===== src/rtl/serial_addsub_pkg.sv =====
// Shared definitions for serial_addsub: FSM state encoding and the signed
// saturation limits used by the optional SERIAL_ADDSUB_SAT_EN build.
package serial_addsub_pkg;

    localparam int unsigned SAT_MAX_W = 64;

    typedef enum logic [1:0] {
        IDLE = 2'd0,
        RUN  = 2'd1,
        DONE = 2'd2
    } state_t;

    // Returns 0x7F..F (positive=1) or 0x80..0 (positive=0) for the given
    // width, right-aligned in a SAT_MAX_W vector; callers truncate to width.
    function automatic logic [SAT_MAX_W-1:0] sat_limit(input int unsigned width,
                                                       input logic        positive);
        logic [SAT_MAX_W-1:0] v;
        v = '0;
        for (int i = 0; i < int'(SAT_MAX_W); i++) begin
            if (i < int'(width) - 1) begin
                v[i] = positive;
            end else if (i == int'(width) - 1) begin
                v[i] = ~positive;
            end
        end
        return v;
    endfunction

endpackage


===== src/rtl/serial_addsub_digit.sv =====
// Combinational DIGIT-bit ripple adder used by serial_addsub for one digit
// per cycle; also exposes the carry into its MSB for overflow detection.
module serial_addsub_digit #(
    parameter int DIGIT = 1
) (
    input  logic [DIGIT-1:0] i_a,
    input  logic [DIGIT-1:0] i_b,
    input  logic             i_cin,
    output logic [DIGIT-1:0] o_sum,
    output logic             o_cout,
    output logic             o_cmsb
);

    logic [DIGIT:0] w_c;

    always_comb begin
        w_c    = '0;
        o_sum  = '0;
        w_c[0] = i_cin;
        for (int i = 0; i < DIGIT; i++) begin
            o_sum[i]   = i_a[i] ^ i_b[i] ^ w_c[i];
            w_c[i + 1] = (i_a[i] & i_b[i]) | (w_c[i] & (i_a[i] ^ i_b[i]));
        end
    end

    assign o_cout = w_c[DIGIT];
    assign o_cmsb = w_c[DIGIT-1];

endmodule


===== src/rtl/serial_addsub.sv =====
// Digit-serial add/subtract, LSB digit first, WIDTH/DIGIT cycles per operation.
// Define SERIAL_ADDSUB_SAT_EN to saturate the signed result on overflow.
//
//   state | meaning
//   IDLE  | waiting for start; operands captured on acceptance
//   RUN   | one DIGIT-bit slice added per cycle, result shifted in from the MSB end
//   DONE  | result held; done raised one cycle after entry; leaves when start=0
module serial_addsub
    import serial_addsub_pkg::*;
#(
    parameter int WIDTH = 16,
    parameter int DIGIT = 1
) (
    input  logic             clk,
    input  logic             rst,
    input  logic             start,
    input  logic             sub,
    input  logic [WIDTH-1:0] a,
    input  logic [WIDTH-1:0] b,
    output logic [WIDTH-1:0] out,
    output logic             carry_out,
    output logic             overflow,
    output logic             busy,
    output logic             done
);

    // DIGIT must divide WIDTH; WIDTH is limited to SAT_MAX_W when saturating.
    localparam int            NDIG = WIDTH / DIGIT;
    localparam int            CW   = (NDIG > 1) ? $clog2(NDIG) : 1;
    localparam logic [CW-1:0] LAST = CW'(NDIG - 1);

    state_t           r_state;
    state_t           w_state_next;
    logic [WIDTH-1:0] r_a;
    logic [WIDTH-1:0] r_b;
    logic [WIDTH-1:0] r_out;
    logic             r_carry;
    logic [CW-1:0]    r_count;
    logic             r_carry_out;
    logic             r_overflow;
    logic             r_done;

    logic [DIGIT-1:0] w_sum;
    logic             w_cout;
    logic             w_cmsb;
    logic             w_last;
    logic             w_ovf;
    logic [WIDTH-1:0] w_out_shift;
    logic [WIDTH-1:0] w_out_final;

    serial_addsub_digit #(
        .DIGIT (DIGIT)
    ) u_digit (
        .i_a    (r_a[DIGIT-1:0]),
        .i_b    (r_b[DIGIT-1:0]),
        .i_cin  (r_carry),
        .o_sum  (w_sum),
        .o_cout (w_cout),
        .o_cmsb (w_cmsb)
    );

    assign w_last      = (r_count == LAST);
    assign w_ovf       = w_cmsb ^ w_cout;
    assign w_out_shift = (r_out >> DIGIT) | (WIDTH'(w_sum) << (WIDTH - DIGIT));

`ifdef SERIAL_ADDSUB_SAT_EN
    // Result MSB set on overflow means two positives wrapped negative.
    always_comb begin
        w_out_final = w_out_shift;
        if (w_ovf) begin
            w_out_final = WIDTH'(sat_limit(WIDTH, w_out_shift[WIDTH-1]));
        end
    end
`else
    assign w_out_final = w_out_shift;
`endif

    always_comb begin
        w_state_next = r_state;
        unique case (r_state)
            IDLE:    if (start)           w_state_next = RUN;
            RUN:     if (w_last)          w_state_next = DONE;
            DONE:    if (!start && r_done) w_state_next = IDLE;
            default:                      w_state_next = IDLE;
        endcase
    end

    always_ff @(posedge clk or negedge rst) begin
        if (!rst) begin
            r_state     <= IDLE;
            r_a         <= '0;
            r_b         <= '0;
            r_out       <= '0;
            r_carry     <= 1'b0;
            r_count     <= '0;
            r_carry_out <= 1'b0;
            r_overflow  <= 1'b0;
            r_done      <= 1'b0;
        end else begin
            r_state <= w_state_next;
            // done rises the cycle after results land, so they are settled first
            r_done  <= (r_state == DONE) && (w_state_next == DONE);
            case (r_state)
                IDLE: begin
                    if (start) begin
                        r_a         <= a;
                        r_b         <= sub ? ~b : b;
                        r_out       <= '0;
                        r_carry     <= sub;
                        r_count     <= '0;
                        r_carry_out <= 1'b0;
                        r_overflow  <= 1'b0;
                    end
                end
                RUN: begin
                    r_a     <= r_a >> DIGIT;
                    r_b     <= r_b >> DIGIT;
                    r_carry <= w_cout;
                    if (w_last) begin
                        r_out       <= w_out_final;
                        r_carry_out <= w_cout;
                        r_overflow  <= w_ovf;
                    end else begin
                        r_out   <= w_out_shift;
                        r_count <= r_count + 1'b1;
                    end
                end
                default: ;
            endcase
        end
    end

    assign out       = r_out;
    assign carry_out = r_carry_out;
    assign overflow  = r_overflow;
    assign busy      = (r_state == RUN);
    assign done      = r_done;

endmodule


===== config.mk =====
export PLATFORM = sky130hd
export DESIGN_NAME = serial_addsub
export DESIGN_NICKNAME = d
export VERILOG_FILES = /design/src/rtl/serial_addsub_pkg.sv /design/src/rtl/serial_addsub_digit.sv /design/src/rtl/serial_addsub.sv
export SDC_FILE = /design/constraint.sdc
export NUM_CORES = 1
export LEC_CHECK = 0
export ABC_AREA = 1
export ABC_CLOCK_PERIOD_IN_PS = 1550
export BUFFER_PORTS_ARGS = -buffer_cell sky130_fd_sc_hd__clkbuf_2
export CORE_MARGIN = 2
export CORE_UTILIZATION = 47
export DETAILED_ROUTE_END_ITERATION = 6
export GPL_TIMING_DRIVEN = 0
export MAX_ROUTING_LAYER = met4
export PLACE_DENSITY = 0.7
export SLEW_MARGIN = 15
export SYNTH_ARGS = -nofsm -noshare
export SYNTH_HDL_FRONTEND = slang
export SYNTH_SLANG_ARGS = --single-unit

===== constraint.sdc =====
create_clock -name clk -period 1.55 [get_ports clk]
set_input_delay 0 -clock clk [delete_from_list [all_inputs] [get_ports clk]]
set_output_delay 0 -clock clk [all_outputs]
set_load 0.01 [all_outputs]

==> flow_summary.json, run 1 <==
{
  "maxCapViolations": 0,
  "drtIter0Drc": 123,
  "irDropWorstVdd_uv": 807,
  "grt_start_max_net_pins": 55,
  "grt_use_total": 0.210,
  "fin_crit_ps": 1430,
  "path_clk_slew_ps": 60,
  "fin_crit_sh": 0.920,
  "power.leakage_uw": 0.00187,
  "syn-instance-count": 322,
  "h-tree-depth": 3,
  "final.setup.tns_ps": 0,
  "synth_compound_area_frac": 0.113,
  "hold_path_class": "in2reg",
  "die_w_um": 81.1,
  "worst_slew_pin_slew_ps": 273,
  "synth_top_family_by_area": "simple AND/OR/NAND/NOR gates",
  "n_antenna_cell": 0,
  "drive_gt1_frac": 0.228,
  "critPathLaunchType": "flop",
  "ys_ff_latch": 58,
  "final_cell_mix": "dfrtp_1, clkbuf_2, inv_1, nand2_1, nor2_1",
  "post_cts_buffers": 0,
  "final_common_cell": "dfrtp_1",
  "drc": 0,
  "slowest_delay_ps": 480,
  "cts_buffers": 9,
  "grt_pass1_wl_mm": 10.1,
  "grt_overflow_total": 0,
  "ys_types": 25,
  "power_density_nw_per_um2": 1840,
  "hpwl_mm": 4.01,
  "antenna_found_initial": 0,
  "path_buf_inv": 0,
  "cts_tree": "yes",
  "nets": 447,
  "numPortBuffers": 54,
  "crit_chain": "fa_1, xor2_1, nand2_1, o21ai_0",
  "finalHoldViolations": 0,
  "synthMuxAreaShare": 0,
  "syn_area_per_cell_sq_um": 8.67,
  "fillers": 527,
  "synth.net_count": 360,
  "hold_depth": 4,
  "worstPathRequired_ps": 1790,
  "core_sq_um": 5820,
  "rsz0062_at_grt": "no",
  "globalplace.congestion": 0.819,
  "cp-end-kind": "flop",
  "worstPathMaxFanout": 3,
  "synth.area.top_cells": "dfrtp_1, inv_1, nand2_1, nor2_1, xor2_1",
  "timing.fmax_mhz": 701,
  "status": "finished, final reports clean",
  "critPathKind": "reg2reg",
  "skew_ps": 5.98,
  "rr_worst_depth": 4,
  "num_rows": 28,
  "max_slew_margin": 0.818,
  "synth-simple-area-share": 0.187,
  "syn_to_final_growth_pct": 27.7,
  "synth-seq-area-share": 0.520,
  "cts_root_buffer": "clkbuf_8",
  "synth_area_sq_um": 2790,
  "cts_max_path_buffers": 2,
  "slew_violations": 0,
  "holdBufCountCts": 21,
  "cts_num_sinks": 58,
  "die-area_sq_um": 6570,
  "synth_top_cell_by_area": "dfrtp_1",
  "grt_pass1_vias": 2290,
  "setup_viol": 0,
  "initial_utilization": 0.480,
  "yosysWarnings": 0,
  "dp.cells": 452,
  "critPathSlowestCell": "fa_1",
  "clock_latency_ps": 330,
  "synth-xor-area-share": 0.0565,
  "cp_data_arrival_time_ps": 1670,
  "vias": 2315,
  "cts_resized": 0,
  "final_cells": 488,
  "synth-adder-area-share": 0.0117,
  "post-synth-top-area-fraction": 0.520,
  "vias_per_cell": 4.74,
  "drt-total-wl_mm": 5.90,
  "first_pass_iters": 4,
  "crit_family": "adder cells",
  "final_antenna_net_count": 0,
  "crit_cells": 4,
  "wl_per_cell_um": 12.1,
  "ioPinCount": 56,
  "die_h_um": 81.1
}
-- power breakdown --
| group | switching, uW | internal (uW) | total, uW |
|---|---|---|---|
| registers | 332 | 2210 | 2540 |
| logic | 1640 | 1190 | 2830 |
| clock network | 563 | 650 | 1210 |
| total | 2530 | 4040 | 6580 |
-- worst reg2reg max path, cell delays in order (launching register included) --
cell and delay, ps:
dfrtp_1 430, fa_1 480, xor2_1 180, nand2_1 80, o21ai_0 170
-- flip-flops by register name, summed over array words and instances, names as in the netlist --
register and cells:
overflow 1, r_carry 1, r_b 16, carry_out 1, r_count 4, r_a 16, r_state 2, out 16
done 1
-- through the flow --
step / total power [uW] / hold slack (ps) / utilization / area [sq um] / worst slack, ps
floorplan: 4560 / -296 / - / 2790 / 292
global placement: 5280 / 231 / 0.543 / 3160 / 159
detailed placement: 5380 / -155 / 0.548 / 3190 / 175
CTS: 6660 / 2.56 / 0.613 / 3570 / 119
global route: 7230 / 4.75 / 0.613 / 3570 / 50.5
finish: 6580 / 8.85 / 0.613 / 3570 / 124
-- cell families after synthesis --
group / count (synthesis)
AOI/OAI and AO/OA: 53
adders and majority gates: 2
DFF: 58
xor gates and xnor gates: 18
buffers and inverters: 68
and+or+nand+nor: 123
-- cells in the mapped netlist --
cell	instances
buf_4	5
o21ai_0	9
o211ai_1	1
nor2_4	2
xnor2_1	4
fa_1	1
nand4_1	1
o22ai_1	15
o21ai_1	16
nand3_2	1
or2_2	1
nand2_1	48
buf_6	2
nand2_2	1
o21bai_1	12
nor2_1	48
ha_1	1
dfrtp_1	58
buf_2	8
inv_1	49
nand3_1	20
buf_8	1
inv_2	3
xor2_1	14
nand2_4	1
-- layer usage --
metal,routed length [um],share of wire,track usage
met5,0,0,-
met4,85,0.014,0.0797
met3,287,0.049,0.0600
met2,2730,0.46,0.334
met1,2800,0.47,0.256
-- final cells by class --
class,instances,area (sq um),share of cell area
plain buffers,16,115,0.0323
flip-flops and latches,58,1450,0.407
repair buffers,76,510,0.143
inverters,52,195,0.0547
clock buffers,12,155,0.0435
multi-input cells,196,1030,0.289
well taps,75,93.8,0.0263
clock inverters,3,15.0,0.00421
-- path summary, 6_finish.rpt --
check                      slack (ps)         to      start
max                               120   overflow    r_carry
min                                 9    r_b[12]      b[12]
max reg2reg                       120   overflow    r_carry
min reg2reg                       500  carry_out  carry_out
max in group asynchronous        1030  carry_out        rst
min in group asynchronous          50    out[10]        rst
Note: power is estimated with default switching activity, not from simulation.
==> run 2, diff against run 1 <==
- ABC_CLOCK_PERIOD_IN_PS: 1550 -> 1100
- BUFFER_PORTS_ARGS: -buffer_cell sky130_fd_sc_hd__clkbuf_2 -> -buffer_cell sky130_fd_sc_hd__buf_4
- CTS_BUF_LIST: not set -> sky130_fd_sc_hd__clkbuf_16
- PLACE_DENSITY: 0.7 -> 0.73
- clock period: 1.55 -> 1.1 ns (I/O delays scaled with it)
==> flow_summary.json, run 2 (same netlist as run 1, synthesis figures left out) <==
{
  "status": "finished, violations left",
  "violations": "negative hold slack, negative setup slack",
  "timing.fmax_mhz": 755,
  "worstPathRequired_ps": 1360,
  "numPortBuffers": 54,
  "reg2reg_from": "r_state[1]",
  "crit_chain": "inv_2, nand3_4, buf_12, nand2_8, clkbuf_16, nor2_1, nor2_1",
  "hold_path_class": "in2reg",
  "num_rows": 28,
  "cp_data_arrival_time_ps": 1590,
  "vias_per_cell": 5.04,
  "rr_worst_depth": 7,
  "worstPathMaxFanout": 6,
  "dp.cells": 451,
  "reg2reg_to": "r_b[0]",
  "nets": 456,
  "cts_buffers": 9,
  "grt_pass1_wl_mm": 11.1,
  "cts_root_buffer": "clkbuf_16",
  "grt_pass1_vias": 2419,
  "crit_path_frequent_cell": "nor2_1",
  "hpwl_mm": 4.04,
  "startpoint": "r_state[1]",
  "core_sq_um": 5820,
  "cts_tree": "yes",
  "layout_setup_ws_ps": -225,
  "n_antenna_cell": 0,
  "worst_slew_pin_slew_ps": 740,
  "die_h_um": 81.1,
  "power.leakage_uw": 0.00213,
  "path_clk_slew_ps": 50,
  "slowest_delay_ps": 420,
  "slew_violations": 0,
  "crit_end": "r_b[0]",
  "final_common_cell": "buf_4",
  "clock_latency_ps": 330,
  "first_pass_iters": 5,
  "final_area_sq_um": 4290,
  "max_slew_margin": 0.507,
  "finalHoldViolations": 5,
  "setup_viol": 58,
  "wl_per_cell_um": 15.7,
  "final_antenna_net_count": 0,
  "drt-total-wl_mm": 7.80,
  "die_w_um": 81.1,
  "timing.hold.ws_ps": -9.24,
  "grt_use_total": 0.233,
  "skew_ps": 7.06,
  "die-area_sq_um": 6570,
  "final_cell_mix": "buf_4, dfrtp_1, inv_1, nand2_1, nor2_1",
  "globalplace.congestion": 0.789,
  "cts_num_sinks": 58,
  "critPathSlowestCell": "dfrtp_1",
  "grt_start_max_net_pins": 59,
  "fin_crit_ps": 1320,
  "rsz0062_at_grt": "yes",
  "critPathLaunchType": "flop",
  "initial_utilization": 0.480,
  "cts_max_path_buffers": 2,
  "maxCapViolations": 0,
  "power_density_nw_per_um2": 2950,
  "power.total_uw": 12700,
  "irDropWorstVdd_uv": 1570,
  "drtIter0Drc": 167,
  "r2r_slack_ps": -220,
  "final_cells": 498,
  "syn_to_final_growth_pct": 53.8,
  "cp-end-kind": "flop",
  "critPathKind": "reg2reg",
  "drive_gt1_frac": 0.404,
  "vias": 2512,
  "antenna_found_initial": 0,
  "h-tree-depth": 3,
  "fin_crit_sh": 1.20,
  "ioPinCount": 56,
  "drc": 0,
  "grt_overflow_total": 0,
  "place_area_sq_um": 3310,
  "post-place-ws_ps": -183
}
==> run 2: cell count changes in the layout (fill, tap and decap cells not counted), moves of 8 or more <==
cell,previous run,this run
buf_4,5,69
buf_6,2,11
clkbuf_16,0,11
clkbuf_2,53,0
clkbuf_8,11,0
dlygate4sd3_1,21,9
nand3_1,20,0
nand3_2,1,17
nor2_1,48,35
nor2_2,0,10
o21ai_1,16,8
o21ai_2,0,15
==> run 2: cell type report <==
cell class	instances	area, sq um
Fill cell	416	1520
Sequential cell	58	1450
Multi-Input combinational cell	197	1340
Timing Repair Buffer	84	743
Clock buffer	9	225
Inverter	52	200
Buffer	16	181
Tap cell	75	93.8
Clock inverter	7	60.1
==> run 2: worst min path at each step <==
stage / to / cells after the start / slack, ps / start
final: r_a[12] / 5 / -9 / a[12]
after detailed placement: out[3] / 1 / 110 / rst
after floorplan: carry_out / 0 / -300 / rst
after global placement: out[3] / 1 / 110 / rst
after global routing: r_a[11] / 5 / 1 / a[11]
after CTS: r_b[2] / 4 / 0.8 / b[2]
==> run 2: per-layer routing <==
layer,vias up,global-route usage,share of wire
met2,68,0.377,0.52
met4,0,0.102,0.012
met3,14,0.0500,0.057
li1,1201,-,-
met5,-,-,0
met1,1229,0.281,0.41
==> run 2: critical path: cells and delay by family (launching register included) <==
family,cells,cell delay [ps]
buf+inv,3,490
flops,1,420
simple gates,4,340
==> run 2: power by group <==
group	internal [uW]	switching, uW
registers	3110	612
clock network	1720	985
logic	2930	3320
total	7770	4920
==> run 2: timing repair <==
| item | in CTS | in global routing |
|---|---|---|
| hold buffers | 9 | 0 |
| pin swaps | 6 | 23 |
| setup endpoints to repair | 57 | 57 |
| endpoints found under the hold margin | 66 | 0 |
| setup buffers | 13 | 3 |
| resized for setup | 34 | 64 |
| cloned | 3 | 3 |
==> run 2: per-stage QoR <==
| step | TNS [ps] | util |
|---|---|---|
| 2_1_floorplan | -269 | - |
| 3_3_place_gp | -7680 | 0.569 |
| 3_5_place_dp | -7220 | 0.569 |
| 4_1_cts | -5730 | 0.680 |
| 5_1_grt | -13460 | 0.738 |
| 6_report | -10440 | 0.738 |
